[src/rtl/div_if.sv]
// div_if: request/response bundle between the execute stage and div_unit.
//   start    master->slave  request, accepted only while busy=0
//   div_sel  master->slave  00 DIV, 01 DIVU, 10 REM, 11 REMU
//   dataA    master->slave  dividend
//   dataB    master->slave  divisor
//   busy     slave->master  operation in progress
//   done     slave->master  one-cycle pulse, div_out valid in the same cycle
//   div_out  slave->master  result, held until the next done
interface div_if #(
  parameter int unsigned REG_WIDTH = 32
);
  logic                 start;
  logic [1:0]           div_sel;
  logic [REG_WIDTH-1:0] dataA;
  logic [REG_WIDTH-1:0] dataB;
  logic                 busy;
  logic                 done;
  logic [REG_WIDTH-1:0] div_out;

  modport master (
    output start, div_sel, dataA, dataB,
    input  busy, done, div_out
  );

  modport slave (
    input  start, div_sel, dataA, dataB,
    output busy, done, div_out
  );
endinterface

[src/rtl/div_unit.sv]
// div_unit: iterative RV32M divider (DIV, DIVU, REM, REMU), restoring
// algorithm, one quotient bit per clock.
//   clk   clock, rising edge
//   rst   synchronous reset, active-high; aborts any operation in flight
//   bus   div_if slave: start/div_sel/dataA/dataB in, busy/done/div_out out
// Optional build macro DIV_FAST_PATH_EN: divide-by-zero and signed overflow
// bypass the iteration and go straight to DONE (2-cycle latency).
module div_unit #(
  parameter int unsigned REG_WIDTH = 32
) (
  input  logic  clk,
  input  logic  rst,
  div_if.slave  bus
);
  localparam int unsigned W  = REG_WIDTH;
  localparam int unsigned CW = $clog2(W);

  typedef enum logic [1:0] {S_IDLE, S_CALC, S_DONE} state_t;

  state_t          r_state;
  logic [CW-1:0]   r_count;
  logic [W-1:0]    r_quo;
  logic [W-1:0]    r_rem;
  logic [W-1:0]    r_b_mag;
  logic [W-1:0]    r_a;
  logic            r_is_rem;
  logic            r_neg_q;
  logic            r_neg_r;
  logic            r_div0;
  logic            r_ovf;
  logic            r_busy;
  logic            r_done;
  logic [W-1:0]    r_div_out;

  // Operand decode at the accepting edge
  logic            w_signed;
  logic            w_a_neg;
  logic            w_b_neg;
  logic [W-1:0]    w_a_mag;
  logic [W-1:0]    w_b_mag;
  logic            w_div0;
  logic            w_ovf;

  assign w_signed = ~bus.div_sel[0];
  assign w_a_neg  = w_signed & bus.dataA[W-1];
  assign w_b_neg  = w_signed & bus.dataB[W-1];
  // Negating -2^(W-1) wraps to itself, which is the correct unsigned magnitude
  assign w_a_mag  = w_a_neg ? W'(-bus.dataA) : bus.dataA;
  assign w_b_mag  = w_b_neg ? W'(-bus.dataB) : bus.dataB;
  assign w_div0   = (bus.dataB == '0);
  assign w_ovf    = w_signed && (bus.dataA == {1'b1, {(W-1){1'b0}}}) && (bus.dataB == '1);

  // One restoring step; the shifted remainder needs W+1 bits when |B| > 2^(W-1)
  logic [W:0]      w_rem_sh;
  logic            w_ge;
  logic [W-1:0]    w_rem_sub;
  logic [W-1:0]    w_rem_nxt;
  logic [W-1:0]    w_quo_nxt;

  assign w_rem_sh  = {r_rem, r_quo[W-1]};
  assign w_ge      = (w_rem_sh >= {1'b0, r_b_mag});
  assign w_rem_sub = w_rem_sh[W-1:0] - r_b_mag;
  assign w_rem_nxt = w_ge ? w_rem_sub : w_rem_sh[W-1:0];
  assign w_quo_nxt = {r_quo[W-2:0], w_ge};

  // Sign fix-up and special-case override of the final result
  logic [W-1:0]    w_q_res;
  logic [W-1:0]    w_r_res;
  logic [W-1:0]    w_result;

  assign w_q_res = r_neg_q ? W'(-r_quo) : r_quo;
  assign w_r_res = r_neg_r ? W'(-r_rem) : r_rem;

  always_comb begin
    w_result = r_is_rem ? w_r_res : w_q_res;
    if (r_div0) begin
      w_result = r_is_rem ? r_a : '1;
    end else if (r_ovf) begin
      w_result = r_is_rem ? '0 : r_a;
    end
  end

  // Control FSM and datapath registers
  always_ff @(posedge clk) begin
    if (rst) begin
      r_state   <= S_IDLE;
      r_count   <= '0;
      r_quo     <= '0;
      r_rem     <= '0;
      r_b_mag   <= '0;
      r_a       <= '0;
      r_is_rem  <= 1'b0;
      r_neg_q   <= 1'b0;
      r_neg_r   <= 1'b0;
      r_div0    <= 1'b0;
      r_ovf     <= 1'b0;
      r_busy    <= 1'b0;
      r_done    <= 1'b0;
      r_div_out <= '0;
    end else begin
      r_done <= 1'b0;
      case (r_state)
        S_IDLE: begin
          if (bus.start) begin
            r_quo    <= w_a_mag;
            r_rem    <= '0;
            r_b_mag  <= w_b_mag;
            r_a      <= bus.dataA;
            r_is_rem <= bus.div_sel[1];
            r_neg_q  <= w_a_neg ^ w_b_neg;
            r_neg_r  <= w_a_neg;
            r_div0   <= w_div0;
            r_ovf    <= w_ovf;
            r_count  <= '0;
            r_busy   <= 1'b1;
`ifdef DIV_FAST_PATH_EN
            r_state  <= (w_div0 || w_ovf) ? S_DONE : S_CALC;
`else
            r_state  <= S_CALC;
`endif
          end
        end
        S_CALC: begin
          r_quo   <= w_quo_nxt;
          r_rem   <= w_rem_nxt;
          r_count <= r_count + CW'(1);
          if (r_count == CW'(W - 1)) begin
            r_state <= S_DONE;
          end
        end
        S_DONE: begin
          r_div_out <= w_result;
          r_done    <= 1'b1;
          r_busy    <= 1'b0;
          r_state   <= S_IDLE;
        end
        default: begin
          r_state <= S_IDLE;
          r_busy  <= 1'b0;
        end
      endcase
    end
  end

  assign bus.busy    = r_busy;
  assign bus.done    = r_done;
  assign bus.div_out = r_div_out;
endmodule

[src/flat_wrapper.sv]
// flat-port wrapper written by rule: the top's interface ports become plain ports
module div_unit_flat 
#(
  parameter int unsigned REG_WIDTH = 32
)
  (clk, rst, bus_start, bus_div_sel, bus_dataA, bus_dataB, bus_busy, bus_done, bus_div_out);
  div_if #(.REG_WIDTH(REG_WIDTH)) bus_i ();
  input  logic clk;
  input  logic rst;
  input wire logic [$bits(bus_i.start)-1:0] bus_start;
  input wire logic [$bits(bus_i.div_sel)-1:0] bus_div_sel;
  input wire logic [$bits(bus_i.dataA)-1:0] bus_dataA;
  input wire logic [$bits(bus_i.dataB)-1:0] bus_dataB;
  output wire logic [$bits(bus_i.busy)-1:0] bus_busy;
  output wire logic [$bits(bus_i.done)-1:0] bus_done;
  output wire logic [$bits(bus_i.div_out)-1:0] bus_div_out;
  assign bus_i.start = bus_start;
  assign bus_i.div_sel = bus_div_sel;
  assign bus_i.dataA = bus_dataA;
  assign bus_i.dataB = bus_dataB;
  assign bus_busy = bus_i.busy;
  assign bus_done = bus_i.done;
  assign bus_div_out = bus_i.div_out;
  div_unit #(.REG_WIDTH(REG_WIDTH)) u_core (.clk(clk), .rst(rst), .bus(bus_i));
endmodule
[config.mk]
export PLATFORM = sky130hd
export DESIGN_NAME = div_unit_flat
export DESIGN_NICKNAME = d
export VERILOG_FILES = /design/src/rtl/div_if.sv /design/src/rtl/div_unit.sv /design/src/flat_wrapper.sv
export SDC_FILE = /design/constraint.sdc
export NUM_CORES = 1
export LEC_CHECK = 0
export ABC_AREA = 1
export ABC_CLOCK_PERIOD_IN_PS = 2250
export CAP_MARGIN = 20
export CELL_PAD_IN_SITES_DETAIL_PLACEMENT = 0
export CELL_PAD_IN_SITES_GLOBAL_PLACEMENT = 1
export CORE_MARGIN = 2
export CORE_UTILIZATION = 38
export DETAILED_ROUTE_END_ITERATION = 12
export GPL_TIMING_DRIVEN = 1
export PLACE_DENSITY = 0.86
export SETUP_SLACK_MARGIN = 0.15
export SLEW_MARGIN = 40
export SYNTH_ARGS = -nofsm -noshare
export SYNTH_HDL_FRONTEND = slang
export SYNTH_SLANG_ARGS = --single-unit
[constraint.sdc]
create_clock -name clk -period 2.25 [get_ports clk]
set_clock_uncertainty 0.1 [all_clocks]
set_input_delay 0.45 -clock clk [delete_from_list [all_inputs] [get_ports clk]]
set_output_delay 0.45 -clock clk [all_outputs]
set_load 0.03 [all_outputs]
[Word level (Yosys, flattened, before mapping)]
Cells that the tools add are included.
Storage, ports and cells
  bits in registers: 174
  input port bits: 69
  word-level logic and storage cells: 64
  output and inout port bits: 34
Cells by class
  $lt $le $gt $ge: 1
  bitwise logic cells: 5
  reduce and logical (&&, ||, !) cells: 9
  equality and inequality tests: 7
  add/sub/neg operators: 6
  mux-type cells: 22
Operators with widths (number)
  $mux W32: 12
  $neg A32 Y32: 4
  $pmux W32 S2: 2
  $eq A32 B32 Y1 const B: 2
  $ge A33 B32 Y1: 1
  $logic_not A32 Y1: 1
  $sub A32 B32 Y32: 1
  $pmux W5 S2: 1
  $reduce_and A2 Y1: 4
  $add A5 B1 Y5 const B: 1
  $eq A5 B5 Y1 const B: 1
  $mux W5: 1
  $mux W2: 2
  $pmux W2 S2: 1
  $and A1 B1 Y1: 2
  $eq A2 B1 Y1 const B: 1
  $eq A2 B2 Y1 const B: 1
  $logic_and A1 B1 Y1: 2
  $logic_not A2 Y1: 1
  $mux W1: 2
  $ne A2 B1 Y1 const B: 1
  $ne A2 B2 Y1 const B: 1
  $not A1 Y1: 2
  $pmux W1 S2: 1
  other kinds (2): 2

[Longest topological paths before layout]
Gate-level depths: netlist of run 1.
  depth in word-level cells: 5
  mapped depth: 18
  gate-level depth less buffers: 17

[Worst setup path before layout of run 1]
No wires, ideal clock.
  path type: reg-to-reg
  start point: register u_core.r_b_mag[2]
  end point: register u_core.r_rem[1]
  data arrival time: 1896 ps
  required time: 2024 ps
  slack: 128 ps
  path buffers: 2
  cell stages (with the launch flop): 17
  path through: dfxtp_1 -> inv_1 -> ha_1 -> a21oi_2 -> nand2_2 -> nand2_2 -> nand2_4 -> nand2_2 -> nand2_4 -> nand2_2 -> nand3_2 -> nand2_4 -> nand2_4 -> buf_8 -> buf_8 -> nor2_2 -> o22ai_2
Between the ends
  longest elaborated chain between the ends: 3
Ends and longest elaborated chain
  from (decl): line div_unit.sv:24  | logic [W-1:0] r_b_mag;
  from (signal assigned): line div_unit.sv:107  | r_b_mag <= w_b_mag;
  $ge A33 B32 Y1: line div_unit.sv:61  | assign w_ge = (w_rem_sh >= {1'b0, r_b_mag});
  $mux W32: line div_unit.sv:63  | assign w_rem_nxt = w_ge ? w_rem_sub : w_rem_sh[W-1:0];
  $pmux W32 S2: line div_unit.sv:102  | case (r_state)
  to (signal assigned): line div_unit.sv:125  | r_rem <= w_rem_nxt;
  to (decl): line div_unit.sv:23  | logic [W-1:0] r_rem;
No other way between the ends.
A chain may end at the register's enable or synchronous reset.

[Final worst setup path of run 1]
  start point: register u_core.r_b_mag[5]
  end point: register u_core.r_rem[3]
The elaborated chain is that of the path after synthesis.

==> results.yml, run 1 <==
outcome:
  status: "finished, final reports clean"
timing:
  slew_headroom_pct: 61.4
  worst_pin_slew_ps: 575
  worst_slack_ps: 10.7
  tns_ps: 0
  slew_viol_final: 0
  final_hold_viol_count: 0
  period_share_pct: 99.5
  fmax_ghz: 0.447
  rsz0062_at_grt: "yes"
  setup_viol: 0
  min_period_ps: 2240
clock_tree:
  ctsHoldBuffers: 0
  clockRootBuffer: "clkbuf_16"
  cts.sinks: 174
  tritoncts: "yes"
  htreeDepth: 4
  clkTransAtPathRegs_ps: 80
  clock_path_buffers: 2
  clk_latency_ps: 460
  cts_buffers: 17
logic_synthesis:
  synth-edff-count: 0
  synth_top_cell_area_share_pct: 26.4
  syn_area_um2: 13200
  synth_cell_types: 54
  syn-num-nets: 2303
  yosys_warnings: 0
  yosys-top-cells-area: "dfxtp_1 (26%), nand2_1 (15%), nand3_1 (8.7%), inv_1 (7.8%), a21oi_1 (7.1%)"
  synth_ff_type: "dfxtp_1"
  ys_ff_latch: 174
  synth.most_common_cell: "nand2_1"
  synthTopCellsByCount: "nand2_1 (532), inv_1 (275), nand3_1 (228)"
  async_reset_ff_share_pct: 0
  netlist.top_cell.by_area: "dfxtp_1"
  syn_avg_cell_area_um2: 6.01
  syn_inst: 2194
  seq_area_frac_synth_pct: 26.4
route:
  routed_wl_mm: 55.6
  wl_per_cell_um: 18.1
  drc_errors: 0
  first_iter_violations: 1801
  routed_via_density: 5.39
  dr.pass1.iters: 6
  num_vias: 16579
  ant_nets: 0
power_and_ir_drop:
  p_total_uw: 24000
  power_density_nw_per_um2: 1220
  peakVddDrop_uv: 1000
  power_leakage_uw: 0.00907
final_layout:
  drive_above_1_share_pct: 29.5
  multi_input_area_um2: 9740
  nets: 2718
  fill_cells: 3371
  final_area_um2: 19600
  fin_cells: 3076
  synthToLayoutAreaGrowth_pct: 48.6
  seqCellArea_um2: 3540
  antenna_cells: 0
global_routing:
  track_usage_pct: 29.9
  grt_pass1_wl_mm: 83.6
  grt_max_degree: 89
  antenna_found_initial: 0
  grt_overflow: 0
  first_global_vias: 15060
worst_setup_path:
  criticalPathCategory: "reg2reg"
  startpoint: "u_core.r_b_mag[5]"
  critPathTopFamily: "simple AND/OR/NAND/NOR gates"
  crit_arrival_ps: 2460
  cp-end-kind: "flip-flop"
  worstPathRequired_ps: 2470
  cp_max_fo: 13
  slowest_delay_ps: 340
  path_buf_inv: 3
  r2r_setup_slack_ps: 10
  crit_slowest_cell: "dfxtp_2"
  r2r-end: "u_core.r_rem[3]"
  start_kind: "flip-flop"
  cp_cell_sequence: "inv_2 -> ha_4 -> nand2_2 -> nor2_2 -> and3_4 -> nand4_1 -> nand2_2 -> inv_6 -> nand2_8 -> nor2_4 -> buf_12 -> nand3_1 -> nand3_1"
  r2r-start: "u_core.r_b_mag[5]"
  reg2reg_depth: 13
placement:
  placedCellCount: 2980
  port_buffers: 102
  gp_congestion: 1.00
  post_dp_cell_area_um2: 17000
  place_hpwl_mm: 41.5
  place_worst_setup_slack_ps: -560
floorplan:
  die_area_um2: 36200
  rows: 68
  core-area_um2: 34400
  pin_count: 103
  dieHeight_um: 190
  start_util_pct: 38.4
  die_w_um: 190
worst_hold_path:
  hp-class: "in2reg"
  hold_path_end: "u_core.r_b_mag[31]"
  hold_path_depth: 2
  hp-start: "rst"
flow_run:
  cap_violations: 0
## how the worst max path moves through the flow
stage | to | cells after the start
after floorplan | u_core.r_rem[1] | 14
after global placement | u_core.r_quo[31] | 11
after detailed placement | u_core.r_quo[31] | 11
after CTS | u_core.r_rem[1] | 13
after global routing | u_core.r_rem[3] | 14
final | u_core.r_rem[3] | 13
## report_power, final
group          internal (uW)  leakage, uW  total (uW)  switching (uW)
Clock                   1430     0.000260        2890            1460
Combinational           7680      0.00737       17200            9530
Sequential              3450      0.00144        3870             420
Total                  12600      0.00907       24000           11400
## per-layer routing
metal	track usage (%)	vias up	share of wire, %
met5	0	-	0
met4	10.8	0	3.5
met3	6.55	112	9.1
met2	43.9	745	42
met1	42.7	7631	45
li1	-	8091	-
## metrics by stage
step | hold slack [ps] | utilization [%]
after global routing | 283 | 57.0
after detailed placement | 356 | 49.3
final | 272 | 57.0
after CTS | 248 | 55.0
after global placement | 351 | 49.3
after floorplan | 343 | -
## sequential cells by signal (all words and copies together) (netlist names)
signal	flops
u_core.bus.done	1
u_core.bus.busy	1
u_core.bus.div_out	32
u_core.r_div0	1
u_core.r_neg_q	1
u_core.r_quo	32
u_core.r_a	32
u_core.r_neg_r	1
u_core.r_count	5
u_core.r_is_rem	1
u_core.r_rem	32
u_core.r_b_mag	32
u_core.r_ovf	1
u_core.r_state	2
## layout make-up
type	count	share of cell area, %
multi-input cells	1650	49.7
clock inverters	13	0.543
repair buffers	484	21.0
inverters	282	5.58
flip-flops and latches	174	18.1
clock buffers	18	2.19
well taps	455	2.90
## cell families (layout without fill, tap and decap cells)
kind of cell,Yosys count,count (layout),synth area share [%]
compound gates,462,462,19.5
xor+xnor,43,43,2.86
fa+ha+maj,40,40,3.85
buf+inv,374,797,11.0
flops,174,174,26.4
simple gates,1101,1105,36.4
## layout by cell type (no fill, tap or decap), types with 20 or more instances in the layout
cell	synthesis	routed
nand2_1	532	475
buf_4	1	352
inv_1	275	230
nand3_1	228	198
nor2_1	215	161
a21oi_1	187	158
o21ai_0	167	142
dfxtp_1	174	137
clkdlybuf4s50_1	0	91
nand2_2	6	52
nor2_2	12	46
inv_2	1	36
nand4_1	35	35
dfxtp_2	0	33
ha_4	0	32
nand3_2	4	27
o21ai_1	9	25
nor2_4	3	24
nor3_1	25	22
a21oi_2	1	22
xor2_1	24	21
a22oi_1	20	20
## repair_timing
action | 4_1_cts | 5_1_grt
resized for setup | 267 | 171
buffers inserted | 38 | 22
cloned | 5 | 0
pin swaps | 66 | 45
setup endpoints to repair | 63 | 97
No activity file was read; power rests on OpenSTA's default activity.
==> run 2: changes to the inputs <==
--- a/config.mk
+++ b/config.mk
@@ -15,6 +15,7 @@
 export DETAILED_ROUTE_END_ITERATION = 12
 export GPL_TIMING_DRIVEN = 1
 export PLACE_DENSITY = 0.86
+export REMOVE_ABC_BUFFERS = 1
 export SETUP_SLACK_MARGIN = 0.15
 export SLEW_MARGIN = 40
 export SYNTH_ARGS = -nofsm -noshare
==> results.yml, run 2 (synthesized netlist as in run 1, its figures left out) <==
outcome:
  status: "complete, but fails checks"
  violations: "negative setup slack"
route:
  drc_errors: 0
  dr_wl_met3_mm: 3.54
  wl_met1_mm: 24.6
  num_vias: 16609
  routed_wl_mm: 54.3
  highest_layer: "met4"
  dr.pass1.iters: 5
  wl_per_cell_um: 17.5
  first_iter_violations: 1297
  routed_via_density: 5.36
  ant_nets: 0
  wl_met2_mm: 24.8
timing:
  worst_pin_slew_ps: 651
  final_hold_viol_count: 0
  whs_ps: 215
  worst_slack_ps: -121
  rsz0062_at_grt: "yes"
  setup_viol: 22
  tns_ps: -1800
  period_share_pct: 105
  fmax_ghz: 0.422
  min_period_ps: 2370
  slew_headroom_pct: 56.6
  slew_viol_final: 0
worst_setup_path:
  criticalPathCategory: "reg2reg"
  cp-end-kind: "flip-flop"
  cp_cell_sequence: "inv_2 -> ha_4 -> nand2_4 -> buf_12 -> nor2_4 -> buf_4 -> a21boi_4 -> nand3_4 -> nand2_4 -> nand2_8 -> buf_12 -> nor2_4 -> clkbuf_16 -> nand3_4 -> nand3_2"
  crit_slowest_cell: "dfxtp_2"
  worstPathRequired_ps: 2550
  crit_arrival_ps: 2670
  cp_max_fo: 6
  slowest_delay_ps: 320
  start_kind: "flip-flop"
floorplan:
  core-area_um2: 34400
  die_w_um: 190
  start_util_pct: 38.4
  pin_count: 103
  dieHeight_um: 190
  rows: 68
  die_area_um2: 36200
power_and_ir_drop:
  power_leakage_uw: 0.00937
  peakVddDrop_uv: 883
  power_density_nw_per_um2: 1270
final_layout:
  fin_cells: 3101
  final_common_cell: "nand2_1"
  nets: 2742
  antenna_cells: 0
  drive_above_1_share_pct: 31.7
  synthToLayoutAreaGrowth_pct: 53.7
  layout_common_cells: "nand2_1 (457), buf_4 (367), inv_1 (246)"
clock_tree:
  clockRootBuffer: "clkbuf_16"
  tritoncts: "yes"
  clock_path_buffers: 2
  htreeDepth: 4
  cts.sinks: 174
  clk_latency_ps: 460
  cts_buffers: 17
  clkTransAtPathRegs_ps: 80
worst_hold_path:
  hp-class: "in2reg"
placement:
  place_hpwl_mm: 39.4
  port_buffers: 102
  placedCellCount: 3009
  gp_congestion: 0.948
global_routing:
  track_usage_pct: 29.2
  antenna_found_initial: 0
  grt_pass1_wl_mm: 83.9
  grt_max_degree: 51
  first_global_vias: 15752
  grt_overflow: 0
flow_run:
  cap_violations: 0
-- run 2: cell count changes in the layout (fill, tap and decap cells not counted), moves of 15 or more --
| cell | change |
|---|---|
| nand3_2 | +28 |
| inv_1 | +16 |
| nand2_1 | -18 |
| buf_4 | +15 |
| o21ai_0 | -17 |
| nand3_1 | -37 |
-- run 2: metal layers --
layer	global-route usage [%]	up-vias
met1	40.5	7834
met4	9.18	0
met2	46.8	545
li1	-	8143
met5	0	-
met3	4.12	87
-- run 2: report_power, final --
group | internal [uW] | leakage [uW] | switching (uW)
logic | 8690 | 0.00767 | 10200
registers | 3450 | 0.00144 | 368
clock network | 1590 | 0.000262 | 1440
-- run 2: path summary, 6_finish.rpt --
| check | from | endpoint | slack (ps) | cells after the start |
|---|---|---|---|---|
| worst max-delay path | u_core.r_b_mag[23] | u_core.r_rem[14] | -120 | 15 |
| worst min-delay path | rst | u_core.bus.div_out[4] | 210 | 2 |
| worst max register to register | u_core.r_b_mag[23] | u_core.r_rem[14] | -120 | 15 |
| worst min register to register | u_core.bus.busy | u_core.bus.busy | 360 | 2 |
-- run 2: final cells by class --
class                   count  area [um2]
clock buffers              21         460
well taps                 455         569
fillers                  3245       14100
flip-flops and latches    174        3540
clock inverters            11         108
inverters                 282        1080
repair buffers            512        4490
multi-input cells        1646       10000
-- run 2: metrics by stage --
stage	utilization, %	setup WS, ps	area (um2)	total power (uW)
after global placement	50.1	-538	17200	16800
after global routing	59.0	-186	20300	27200
after CTS	56.2	-81.6	19300	23200
final	59.0	-121	20300	25800
after floorplan	-	-3580	12800	10800
after detailed placement	50.1	-560	17200	16900
-- run 2: critical path: cells and delay by family (launching register included) --
kind	cells	cell delay (ps)
buf+inv	5	650
fa+ha+maj	1	260
flops	1	320
compound gates	1	190
simple gates	8	770
-- run 2: what timing repair did --
item                       CTS  global route
setup endpoints to repair   86            91
hold buffers                 0             0
gates cloned                 3             0
pin swaps                   83            81
buffers inserted            42            15
gates resized for setup    281           238
